==> src/rtl/scoreboard_controller.sv <==
// Purpose : debounces three raw push-buttons and turns them into clean, mutually
//           exclusive one-cycle inc/dec/erase pulses, with hold-to-repeat on inc/dec.
// Latency : button first sampled high at edge 1 -> pulse in the cycle after edge DEB_CYCLES+3.
// Backpressure: none; the downstream counter must accept a pulse every cycle.
//
// Ports:
//   clk, rst_n                       clock (rising edge), async active-low reset
//   btn_inc_i, btn_dec_i, btn_clr_i  raw asynchronous buttons, active high
//   inc_o, dec_o, erase_o            registered one-cycle command pulses
//   repeat_o                         registered, high while auto-repeating
module scoreboard_controller #(
    parameter int unsigned DEB_CYCLES = 4,
    parameter int unsigned REP_DELAY  = 16,
    parameter int unsigned REP_PERIOD = 4
) (
    input  logic clk,
    input  logic rst_n,
    input  logic btn_inc_i,
    input  logic btn_dec_i,
    input  logic btn_clr_i,
    output logic inc_o,
    output logic dec_o,
    output logic erase_o,
    output logic repeat_o
);

    localparam logic [7:0]  DEB_LAST    = 8'(DEB_CYCLES - 1);
    localparam logic [15:0] DELAY_LAST  = 16'(REP_DELAY - 1);
    localparam logic [15:0] PERIOD_LAST = 16'(REP_PERIOD - 1);

    typedef enum logic [2:0] {
        IDLE,
        INC_WAIT,
        INC_REP,
        DEC_WAIT,
        DEC_REP,
        LOCK
    } state_t;

    // Bit order in all per-button vectors: [0]=inc, [1]=dec, [2]=clr.
    logic [2:0]      raw_btn;
    logic [2:0]      sync1_q;
    logic [2:0]      sync2_q;
    logic [2:0]      deb_lvl_q;
    logic [2:0]      deb_lvl_d;
    logic [2:0][7:0] deb_cnt_q;
    logic [2:0][7:0] deb_cnt_d;

    state_t      state_q;
    logic [15:0] timer_q;
    logic        inc_q;
    logic        dec_q;
    logic        erase_q;
    logic        repeat_q;

    assign raw_btn = {btn_clr_i, btn_dec_i, btn_inc_i};

    // Two-flop synchronizers.
    always_ff @(posedge clk or negedge rst_n) begin
        if (!rst_n) begin
            sync1_q <= 3'b000;
            sync2_q <= 3'b000;
        end else begin
            sync1_q <= raw_btn;
            sync2_q <= sync1_q;
        end
    end

    // Debounce: the level flips only after DEB_CYCLES consecutive disagreeing
    // samples; any agreeing sample restarts the count.
    always_comb begin
        deb_cnt_d = '0;
        deb_lvl_d = deb_lvl_q;
        for (int i = 0; i < 3; i++) begin
            if (sync2_q[i] != deb_lvl_q[i]) begin
                if (deb_cnt_q[i] == DEB_LAST) begin
                    deb_lvl_d[i] = ~deb_lvl_q[i];
                end else begin
                    deb_cnt_d[i] = deb_cnt_q[i] + 8'd1;
                end
            end
        end
    end

    always_ff @(posedge clk or negedge rst_n) begin
        if (!rst_n) begin
            deb_lvl_q <= 3'b000;
            deb_cnt_q <= '0;
        end else begin
            deb_lvl_q <= deb_lvl_d;
            deb_cnt_q <= deb_cnt_d;
        end
    end

    // Inc and dec hold states share one code path: "own" is the button being
    // held, "other" is the opposing one whose press forces a lockout.
    logic        lvl_inc;
    logic        lvl_dec;
    logic        lvl_clr;
    logic        inc_side;
    logic        in_rep;
    logic        own_lvl;
    logic        oth_lvl;
    logic [15:0] tmr_last;

    assign lvl_inc  = deb_lvl_q[0];
    assign lvl_dec  = deb_lvl_q[1];
    assign lvl_clr  = deb_lvl_q[2];
    assign inc_side = (state_q == INC_WAIT) || (state_q == INC_REP);
    assign in_rep   = (state_q == INC_REP)  || (state_q == DEC_REP);
    assign own_lvl  = inc_side ? lvl_inc : lvl_dec;
    assign oth_lvl  = inc_side ? lvl_dec : lvl_inc;
    assign tmr_last = in_rep ? PERIOD_LAST : DELAY_LAST;

    always_ff @(posedge clk or negedge rst_n) begin
        if (!rst_n) begin
            state_q  <= IDLE;
            timer_q  <= 16'd0;
            inc_q    <= 1'b0;
            dec_q    <= 1'b0;
            erase_q  <= 1'b0;
            repeat_q <= 1'b0;
        end else begin
            // Pulses are one cycle wide unless a branch below re-asserts them.
            inc_q    <= 1'b0;
            dec_q    <= 1'b0;
            erase_q  <= 1'b0;
            repeat_q <= 1'b0;
            case (state_q)
                IDLE: begin
                    if (lvl_clr) begin
                        erase_q <= 1'b1;
                        state_q <= LOCK;
                    end else if (lvl_inc && !lvl_dec) begin
                        inc_q   <= 1'b1;
                        timer_q <= 16'd0;
                        state_q <= INC_WAIT;
                    end else if (lvl_dec && !lvl_inc) begin
                        dec_q   <= 1'b1;
                        timer_q <= 16'd0;
                        state_q <= DEC_WAIT;
                    end else if (lvl_inc && lvl_dec) begin
                        state_q <= LOCK;
                    end
                end
                INC_WAIT, INC_REP, DEC_WAIT, DEC_REP: begin
                    if (lvl_clr) begin
                        erase_q <= 1'b1;
                        state_q <= LOCK;
                    end else if (oth_lvl) begin
                        state_q <= LOCK;
                    end else if (!own_lvl) begin
                        state_q <= IDLE;
                    end else if (timer_q == tmr_last) begin
                        inc_q    <= inc_side;
                        dec_q    <= !inc_side;
                        timer_q  <= 16'd0;
                        repeat_q <= 1'b1;
                        state_q  <= inc_side ? INC_REP : DEC_REP;
                    end else begin
                        timer_q  <= timer_q + 16'd1;
                        repeat_q <= in_rep;
                    end
                end
                LOCK: begin
                    // Wait for a full release so a held clr or a double press never re-fires.
                    if (!lvl_inc && !lvl_dec && !lvl_clr) begin
                        state_q <= IDLE;
                    end
                end
                default: begin
                    state_q <= IDLE;
                end
            endcase
        end
    end

    assign inc_o    = inc_q;
    assign dec_o    = dec_q;
    assign erase_o  = erase_q;
    assign repeat_o = repeat_q;

endmodule
==> config.mk <==
export PLATFORM = sky130hd
export DESIGN_NAME = scoreboard_controller
export DESIGN_NICKNAME = d
export VERILOG_FILES = /design/src/rtl/scoreboard_controller.sv
export SDC_FILE = /design/constraint.sdc
export NUM_CORES = 1
export LEC_CHECK = 0
export ABC_AREA = 1
export CAP_MARGIN = 20
export CORE_ASPECT_RATIO = 1.75
export CORE_MARGIN = 1.5
export CORE_UTILIZATION = 30
export CTS_CLUSTER_SIZE = 25
export DETAILED_ROUTE_END_ITERATION = 16
export PLACE_DENSITY = 0.47
export SETUP_SLACK_MARGIN = 0.2
export SLEW_MARGIN = 15
export SYNTH_ARGS = -nofsm -noshare
export SYNTH_HDL_FRONTEND = slang
export SYNTH_SLANG_ARGS = --single-unit
==> constraint.sdc <==
create_clock -name clk -period 4.5 [get_ports clk]
set_input_delay 0.9 -clock clk [delete_from_list [all_inputs] [get_ports clk]]
set_output_delay 0.9 -clock clk [all_outputs]
set_load 0.05 [all_outputs]
**After elaboration in Yosys (flattened, before gate mapping)**

Index checks and enable logic that the tools add are counted.
W data, S select, Z words.

- Bitwise operators: 3
- Multiply operators: 0
- Eq/ne operators: 20
- Divide/modulo/power cells: 0
- $lt $le $gt $ge: 0
- Reduce and logical (&&, ||, !) cells: 20
- $add $sub $neg: 4
- Shift-type cells: 0
- Mux-type cells: 50

Operators by type and width:

| kind | count |
|---|---|
| $mux W16 | 7 |
| $mux W8 | 6 |
| $pmux W16 S2 | 1 |
| $mux W3 | 10 |
| $add A8 B1 Y8 const B | 3 |
| $eq A8 B2 Y1 const B | 3 |
| $mux W1 | 22 |
| $add A16 B1 Y16 const B | 1 |
| $eq A16 B4 Y1 | 1 |
| $ne A2 B2 Y1 const B | 5 |
| $ne A5 B5 Y1 const B | 2 |
| $pmux W3 S3 | 1 |
| $eq A3 B2 Y1 const B | 2 |
| $eq A3 B3 Y1 const B | 2 |
| $reduce_and A2 Y1 | 3 |
| $reduce_and A6 Y1 | 1 |
| $logic_and A1 B1 Y1 | 5 |
| $reduce_or A5 Y1 | 1 |
| $logic_not A1 Y1 | 4 |
| $mux W4 | 1 |
| $pmux W1 S2 | 2 |
| $reduce_or A4 Y1 | 1 |
| $eq A3 B1 Y1 const B | 1 |
| $logic_not A3 Y1 | 1 |
| other kinds (6) | 11 |

- Flip-flop bits (word level): 56
- Word-level logic and storage cells: 111
- Input port bits: 5
- Output and inout bits: 4
- Bits in read-only memories: 0
- RAM bits: 0
- Memories: 0
- Latch bits: 0

**Depth between registers and ports, before layout**

Gate-level depths: netlist (run 1).

- Word-level depth: 9
- Depth in mapped cells: 11
- Mapped depth without buffers: 11

**Least setup slack after synthesis (run 1)**

OpenSTA, ideal clock, no wires.

- Path type: register to register
- Start point: register deb_lvl_q[0]
- End point: register timer_q[0]
- Slack: 2.901 ns
- Path buffers: 1
- Period minus slack after synthesis: 1.599 ns
- Stages on the path, launching flop included: 9
- Arrival: 1.474 ns
- Data required time: 4.375 ns
- Setup time: 0.125 ns
- Path through: dfrtp_1 inv_1 ha_1 inv_1 a21oi_4 nand2_4 inv_4 buf_6 mux2i_4

- Cells in the longest elaborated chain, start to end: 4
- Elaborated cells on any way between the ends: 12
- Classes of those cells: eq/ne: 3; mux: 5; reduce/logical: 4

RTL lines:

| item | RTL line | RTL |
|---|---|---|
| start: declaration | 44 | `logic [2:0] deb_lvl_q;` |
| start signal: assignment | 90 | `deb_lvl_q <= deb_lvl_d;` |
| $logic_not A1 Y1 / $logic_and A1 B1 Y1 (equally long branches) | 138, 134 |  |
| $logic_and A1 B1 Y1 / $mux W16 (equally long branches) | 138, 134 |  |
| $ne A3 B3 Y1 (no source line) / $mux W16 (equally long branches) | n/a |  |
| $reduce_and A6 Y1 (no source line) / $pmux W16 S2 (equally long branches) | n/a |  |
| end signal: assignment | 161 | `timer_q <= timer_q + 16'd1;` |
| end: declaration | 50 | `logic [15:0] timer_q;` |

Several ways; a longest one is shown, not always the timed one. The select of a mux whose other input is x is not followed.
A chain may end at the register's enable or synchronous reset.

**Worst setup path in the final report (run 1)**

- Start point: register erase_q, in the netlist erase_o
- End point: output port erase_o

RTL lines:

| item | RTL line | RTL |
|---|---|---|
| start: declaration | 53 | `logic erase_q;` |
| start signal: assignment | 121 | `erase_q <= 1'b0;` |
| start signal: assignment | 127 | `erase_q <= 1'b0;` |
| start signal: assignment | 132 | `erase_q <= 1'b1;` |
| end: declaration | 23 | `output logic erase_o,` |

No word-level cell between the ends.

==> impl_metrics.tcl, run 1 <==
set metrics [dict create \
    outcome "completed" \
    drcViolationCount 0 \
    irDropWorstVdd_v 0.0002361 \
    synth_fp_nets 391 \
    r2r_cells 9 \
    ys_ff_latch 56 \
    synth.distinct_cells 31 \
    worst_pin_slew_ns 0.8221 \
    cp_max_fo 1 \
    crit_chain "clkdlybuf4s50_1" \
    num_vias 2446 \
    nets 405 \
    seq_power_share_pct 35.8 \
    core_area_sq_um 9910 \
    yosysWarnings 0 \
    final-seq-area_sq_um 1401 \
    clockPowerShare_pct 21.0 \
    finalSetupViolations 0 \
    p_sw_share_pct 44.26 \
    cts.reportedPaths.clkPinSlew_ns 0.07 \
    comb_power_share_pct 43.2 \
    multi_input_area_sq_um 1475 \
    layout_setup_ws_ns 2.175 \
    rr_startpoint "deb_lvl_q[0]" \
    drt_iter0_markers 130 \
    ant_nets 0 \
    vias_per_cell 4.731 \
    wl_mm 6.552 \
    hold_start "sync1_q[1]" \
    seq_area_frac_synth_pct 45.81 \
    io_buffers 8 \
    area_delta_synth_final_pct 11.82 \
    worst_clock_skew_ns 0.007493 \
    drv_cap 0 \
    antenna_found_initial 0 \
    max_freq_ghz 0.4302 \
    cts_setup_buffers 0 \
    place_area_sq_um 3276 \
    dp_slack_ns 2.510 \
    arrival_ns 1.42 \
    gp_congestion 0.8551 \
    rrSetupSlack_ns 2.57 \
    yosys.area.top_type_share_pct 45.81 \
    min_to "sync2_q[1]" \
    critPathLaunchType "register" \
    cts.path.max_buffers 2 \
    setup-tns-final_ns 0 \
    start_util_pct 30.87 \
    die_x_um 79.34 \
    htreeDepth 2 \
    slew_headroom_pct 45.19 \
    postCtsHoldBufs 0 \
    fin_crit_ns 2.325 \
    drive_above_1_share_pct 8.418 \
    avgRoutedWirePerCell_um 12.67 \
    diodes 0 \
    die_y_um 136.6 \
    p_per_area_nw_per_um2 544.9 \
    grt_max_degree 36 \
    cp_top_family "buffers and inverters" \
    fin_crit_sh_pct 51.66 \
    drtPass1Iterations 4 \
    fp.dieArea_sq_um 10840 \
    final_area_sq_um 3421 \
    synth_area_per_cell_sq_um 8.115 \
    power_leakage_uw 0.001577 \
    ios 9 \
    cts_resized 0 \
    cpMaxStageDelayCell "clkdlybuf4s50_1" \
    grtUsageTotal_pct 13.97 \
    final_hold_viol_count 0 \
    syn_area_sq_um 3059 \
    synthCells 377 \
    num_rows 48 \
    grt_remaining_overflow 0 \
    synth_top_area_cell "dfrtp_1" \
    grt_pass1_vias 2536 \
    cp.required_ns 3.60 \
    dpl.hpwl_mm 4.972 \
    hold_class "register to register" \
    final_max_slew_viol_count 0 \
    p_int_uw 1039 \
    clk_latency_ns 0.30 \
    final_cell_mix "nand2_1, nor2_1, dfrtp_1" \
    final_common_cell "nand2_1" \
    critPathMaxStageDelay_ns 0.80 \
    path_buf_inv 1 \
    whs_path_depth 0 \
    cts_made_buffers 5 \
    crit_type "register to output port" \
    power.switching_uw 825.0 \
    endpoint_kind "output port" \
    cts_sinks 56 \
    grt_pass1_wl_mm 11.67 \
    clock-root-buffer "clkbuf_16" \
    rsz0062_at_grt "no" \
    fillers 1080 \
    finalCoreUtilization_pct 34.52 \
    r2r-end "timer_q[3]" \
    cts_tree "done" \
    netlist_top_cells_area "dfrtp_1, nand2_1, nor2_1, inv_1, nand3_1" \
]
==> state kept, by name, summed over array words and instances, names as in the netlist <==
name and cells:
dec_o 1, erase_o 1, timer_q 16, state_q 3, inc_o 1, sync2_q 3
repeat_o 1, deb_lvl_q 3, deb_cnt_q 24, sync1_q 3
==> cell type report <==
class | count | share of cell area (%)
multi-input cells | 277 | 43.12
flip-flops and latches | 56 | 40.97
inverters | 42 | 4.682
well taps | 125 | 4.572
clock buffers | 6 | 3.767
repair buffers | 9 | 2.414
clock inverters | 2 | 0.4755
==> cell usage after synthesis, drive strengths merged <==
| master | number |
|---|---|
| a21oi | 6 |
| a31o | 2 |
| a31oi | 1 |
| a32oi | 1 |
| and3 | 1 |
| buf | 2 |
| dfrtp | 56 |
| ha | 9 |
| inv | 42 |
| mux2i | 1 |
| nand2 | 100 |
| nand3 | 28 |
| nand3b | 3 |
| nand4 | 13 |
| nor2 | 59 |
| nor3 | 12 |
| nor4 | 3 |
| o21ai | 18 |
| or2 | 3 |
| xnor2 | 6 |
| xor2 | 11 |
==> cell families (layout without fill, tap and decap cells) <==
logic type	after synthesis	after routing	synth area share (%)
adder cells (fa/ha/maj)	9	9	3.681
multiplexers	1	1	0.7361
buffers and inverters	44	59	5.972
AND/OR/NAND/NOR	222	222	33.33
flip-flops	56	56	45.81
XOR/XNOR	17	17	4.867
AO/OA/AOI/OAI	28	28	5.603
==> stage by stage <==
step | total power [uW] | std cells | hold slack, ns
6_report | 1864 | 517 | 0.3485
5_1_grt | 2031 | 517 | 0.3666
4_1_cts | 1900 | 517 | 0.3535
3_5_place_dp | 1498 | 509 | 0.3358
3_3_place_gp | 1493 | 509 | 0.3329
2_1_floorplan | 1322 | 377 | 0.3312
==> per-layer routing <==
| metal | GRT usage [%] | wire [um] | vias up |
|---|---|---|---|
| li1 | - | - | 1243 |
| met1 | 14.36 | 2483 | 1155 |
| met2 | 26.31 | 3689 | 34 |
| met3 | 2.467 | 151 | 14 |
| met4 | 7.310 | 227 | 0 |
| met5 | 0 | 0 | - |
==> power groups by stage <==
stage	logic [uW]	clock network, uW	registers (uW)
after CTS	823	408	669
after floorplan	622	0	700
after global placement	815	0	678
final	805	391	668
after detailed placement	819	0	679
after global routing	913	431	686
==> worst max path at each step <==
stage | from | to | slack (ns) | cells past startpoint
2_1_floorplan | deb_lvl_q[0] | timer_q[0] | 2.90 | 8
3_3_place_gp | erase_o | erase_o | 2.50 | 1
3_5_place_dp | erase_o | erase_o | 2.51 | 1
4_1_cts | erase_o | erase_o | 2.16 | 1
5_1_grt | erase_o | erase_o | 2.13 | 1
6_report | erase_o | erase_o | 2.18 | 1
Power figures use the tool's default switching activity.
==> inputs of run 2 (changes only) <==
==> constraint.sdc (replaced) <==
create_clock -name clk -period 2.2 [get_ports clk]
set_input_delay 0.44 -clock clk [delete_from_list [all_inputs] [get_ports clk]]
set_output_delay 0.44 -clock clk [all_outputs]
set_load 0.05 [all_outputs]
==> run 2 against run 1 <==
Compared with the run above: global-route usage down 0.15 points; sequential power rose by 110%; critical path depth is the same; flip-flop and latch count did not move; worst hold slack worse by 0.21 ns; power grew 100%; highest routed layer unchanged; first-iteration DRC count shrank 5.4%; critical path type unchanged; largest cell class unchanged; via count increased by 1.3%; cell area is 0.62% higher; die area stayed put; sequential share of layout area down 0.18 points.
==> impl_metrics.tcl, run 2 (same netlist as run 1, synthesis figures left out) <==
set metrics [dict create \
    outcome "completed" \
    rsz0062_at_grt "no" \
    num_rows 48 \
    rr_startpoint "deb_lvl_q[0]" \
    drtPass1Iterations 4 \
    endpoint_kind "output port" \
    postCtsHoldBufs 0 \
    fillers 1056 \
    clock-root-buffer "clkbuf_16" \
    area_delta_synth_final_pct 12.52 \
    fin_crit_ns 1.872 \
    cts_setup_buffers 0 \
    drive_above_1_share_pct 9.160 \
    critPathMaxStageDelay_ns 0.81 \
    arrival_ns 1.43 \
    top_regs "deb_cnt_q: 24 flops, timer_q: 16 flops" \
    regMostFlops "deb_cnt_q" \
    slew_headroom_pct 57.02 \
    cts.path.max_buffers 2 \
    worst_clock_skew_ns 0.009909 \
    crit_type "register to output port" \
    cts_resized 0 \
    drcViolationCount 0 \
    nets 407 \
    diodes 0 \
    final_cell_mix "nand2_1, nor2_1, dfrtp_1" \
    grtUsageTotal_pct 13.82 \
    core_area_sq_um 9910 \
    num_vias 2477 \
    die_x_um 79.34 \
    final_max_slew_viol_count 0 \
    largest_reg_flops 24 \
    die_y_um 136.6 \
    antenna_found_initial 0 \
    gp_congestion 0.8593 \
    cts.reportedPaths.clkPinSlew_ns 0.07 \
    cts_tree "done" \
    grt_pass1_vias 2455 \
    final_common_cell "nand2_1" \
    power_leakage_uw 0.001588 \
    finalCoreUtilization_pct 34.73 \
    clk_latency_ns 0.30 \
    drt_iter0_markers 123 \
    fp.dieArea_sq_um 10840 \
    critPathLaunchType "register" \
    finalSetupViolations 0 \
    crit_chain "clkdlybuf4s50_1" \
    irDropWorstVdd_v 0.0004698 \
    cp.required_ns 1.76 \
    setup-tns-final_ns 0 \
    r2r_cells 9 \
    dpl.hpwl_mm 5.119 \
    fin_crit_sh_pct 85.10 \
    max_freq_ghz 0.5341 \
    cp_top_family "buffers and inverters" \
    htreeDepth 2 \
    r2r-end "timer_q[3]" \
    grt_remaining_overflow 0 \
    drv_cap 0 \
    vias_per_cell 4.782 \
    grt_max_degree 25 \
    final_hold_viol_count 0 \
    cp_max_fo 1 \
    cts_made_buffers 5 \
    ant_nets 0 \
    avgRoutedWirePerCell_um 12.86 \
    io_buffers 8 \
    cts_sinks 56 \
    path_buf_inv 1 \
    worst_pin_slew_ns 0.6401 \
    ios 9 \
    hold_class "input pin to async pin" \
    wl_mm 6.660 \
    cpMaxStageDelayCell "clkdlybuf4s50_1" \
    p_per_area_nw_per_um2 1109 \
    grt_pass1_wl_mm 11.54 \
    rrSetupSlack_ns 0.39 \
    start_util_pct 30.87 \
]
==> run 2: power breakdown <==
part | leakage, uW | switching [uW] | total, uW | internal, uW
logic | 0.000774 | 1160 | 1680 | 516
clock network | 0.0000667 | 354 | 770 | 415
registers | 0.000748 | 175 | 1370 | 1200
==> run 2: worst max-delay path by stage <==
stage,from,end,slack [ns],depth (start not counted)
6_report,erase_o,erase_o,0.33,1
5_1_grt,deb_lvl_q[0],timer_q[3],0.22,9
4_1_cts,deb_lvl_q[0],timer_q[3],0.27,9
3_5_place_dp,deb_lvl_q[0],timer_q[3],0.29,9
3_3_place_gp,deb_lvl_q[0],timer_q[3],0.32,9
2_1_floorplan,deb_lvl_q[0],timer_q[0],0.60,8
==> run 2: layout make-up <==
| type | instances | area (sq um) | share of cell area [%] |
|---|---|---|---|
| clock buffers | 6 | 128.9 | 3.744 |
| clock inverters | 1 | 5.005 | 0.1454 |
| inverters | 42 | 162.7 | 4.726 |
| multi-input cells | 277 | 1475 | 42.86 |
| flip-flops and latches | 56 | 1404 | 40.79 |
| well taps | 125 | 156.4 | 4.544 |
| repair buffers | 11 | 110.1 | 3.199 |
==> run 2: metal layers <==
metal	routed length [um]	global-route usage [%]	vias up	share of wire, %
met1	2612	14.83	1172	39
met5	0	0	-	0
met4	294	7.992	0	4.4
met2	3570	24.98	44	54
li1	-	-	1241	-
met3	182	2.400	20	2.7
==> run 2: per-stage QoR <==
| step | instances | hold WS [ns] | total power, uW | cell area (sq um) | setup slack (ns) |
|---|---|---|---|---|---|
| finish | 518 | 0.1434 | 3817 | 3442 | 0.3277 |
| global route | 518 | 0.1870 | 4123 | 3442 | 0.2165 |
| CTS | 518 | 0.1568 | 3848 | 3437 | 0.2651 |
| detailed placement | 511 | 0.3362 | 3059 | 3303 | 0.2929 |
| global placement | 511 | 0.3338 | 3055 | 3303 | 0.3168 |
| floorplan | 377 | 0.1444 | 2704 | 3059 | 0.6005 |
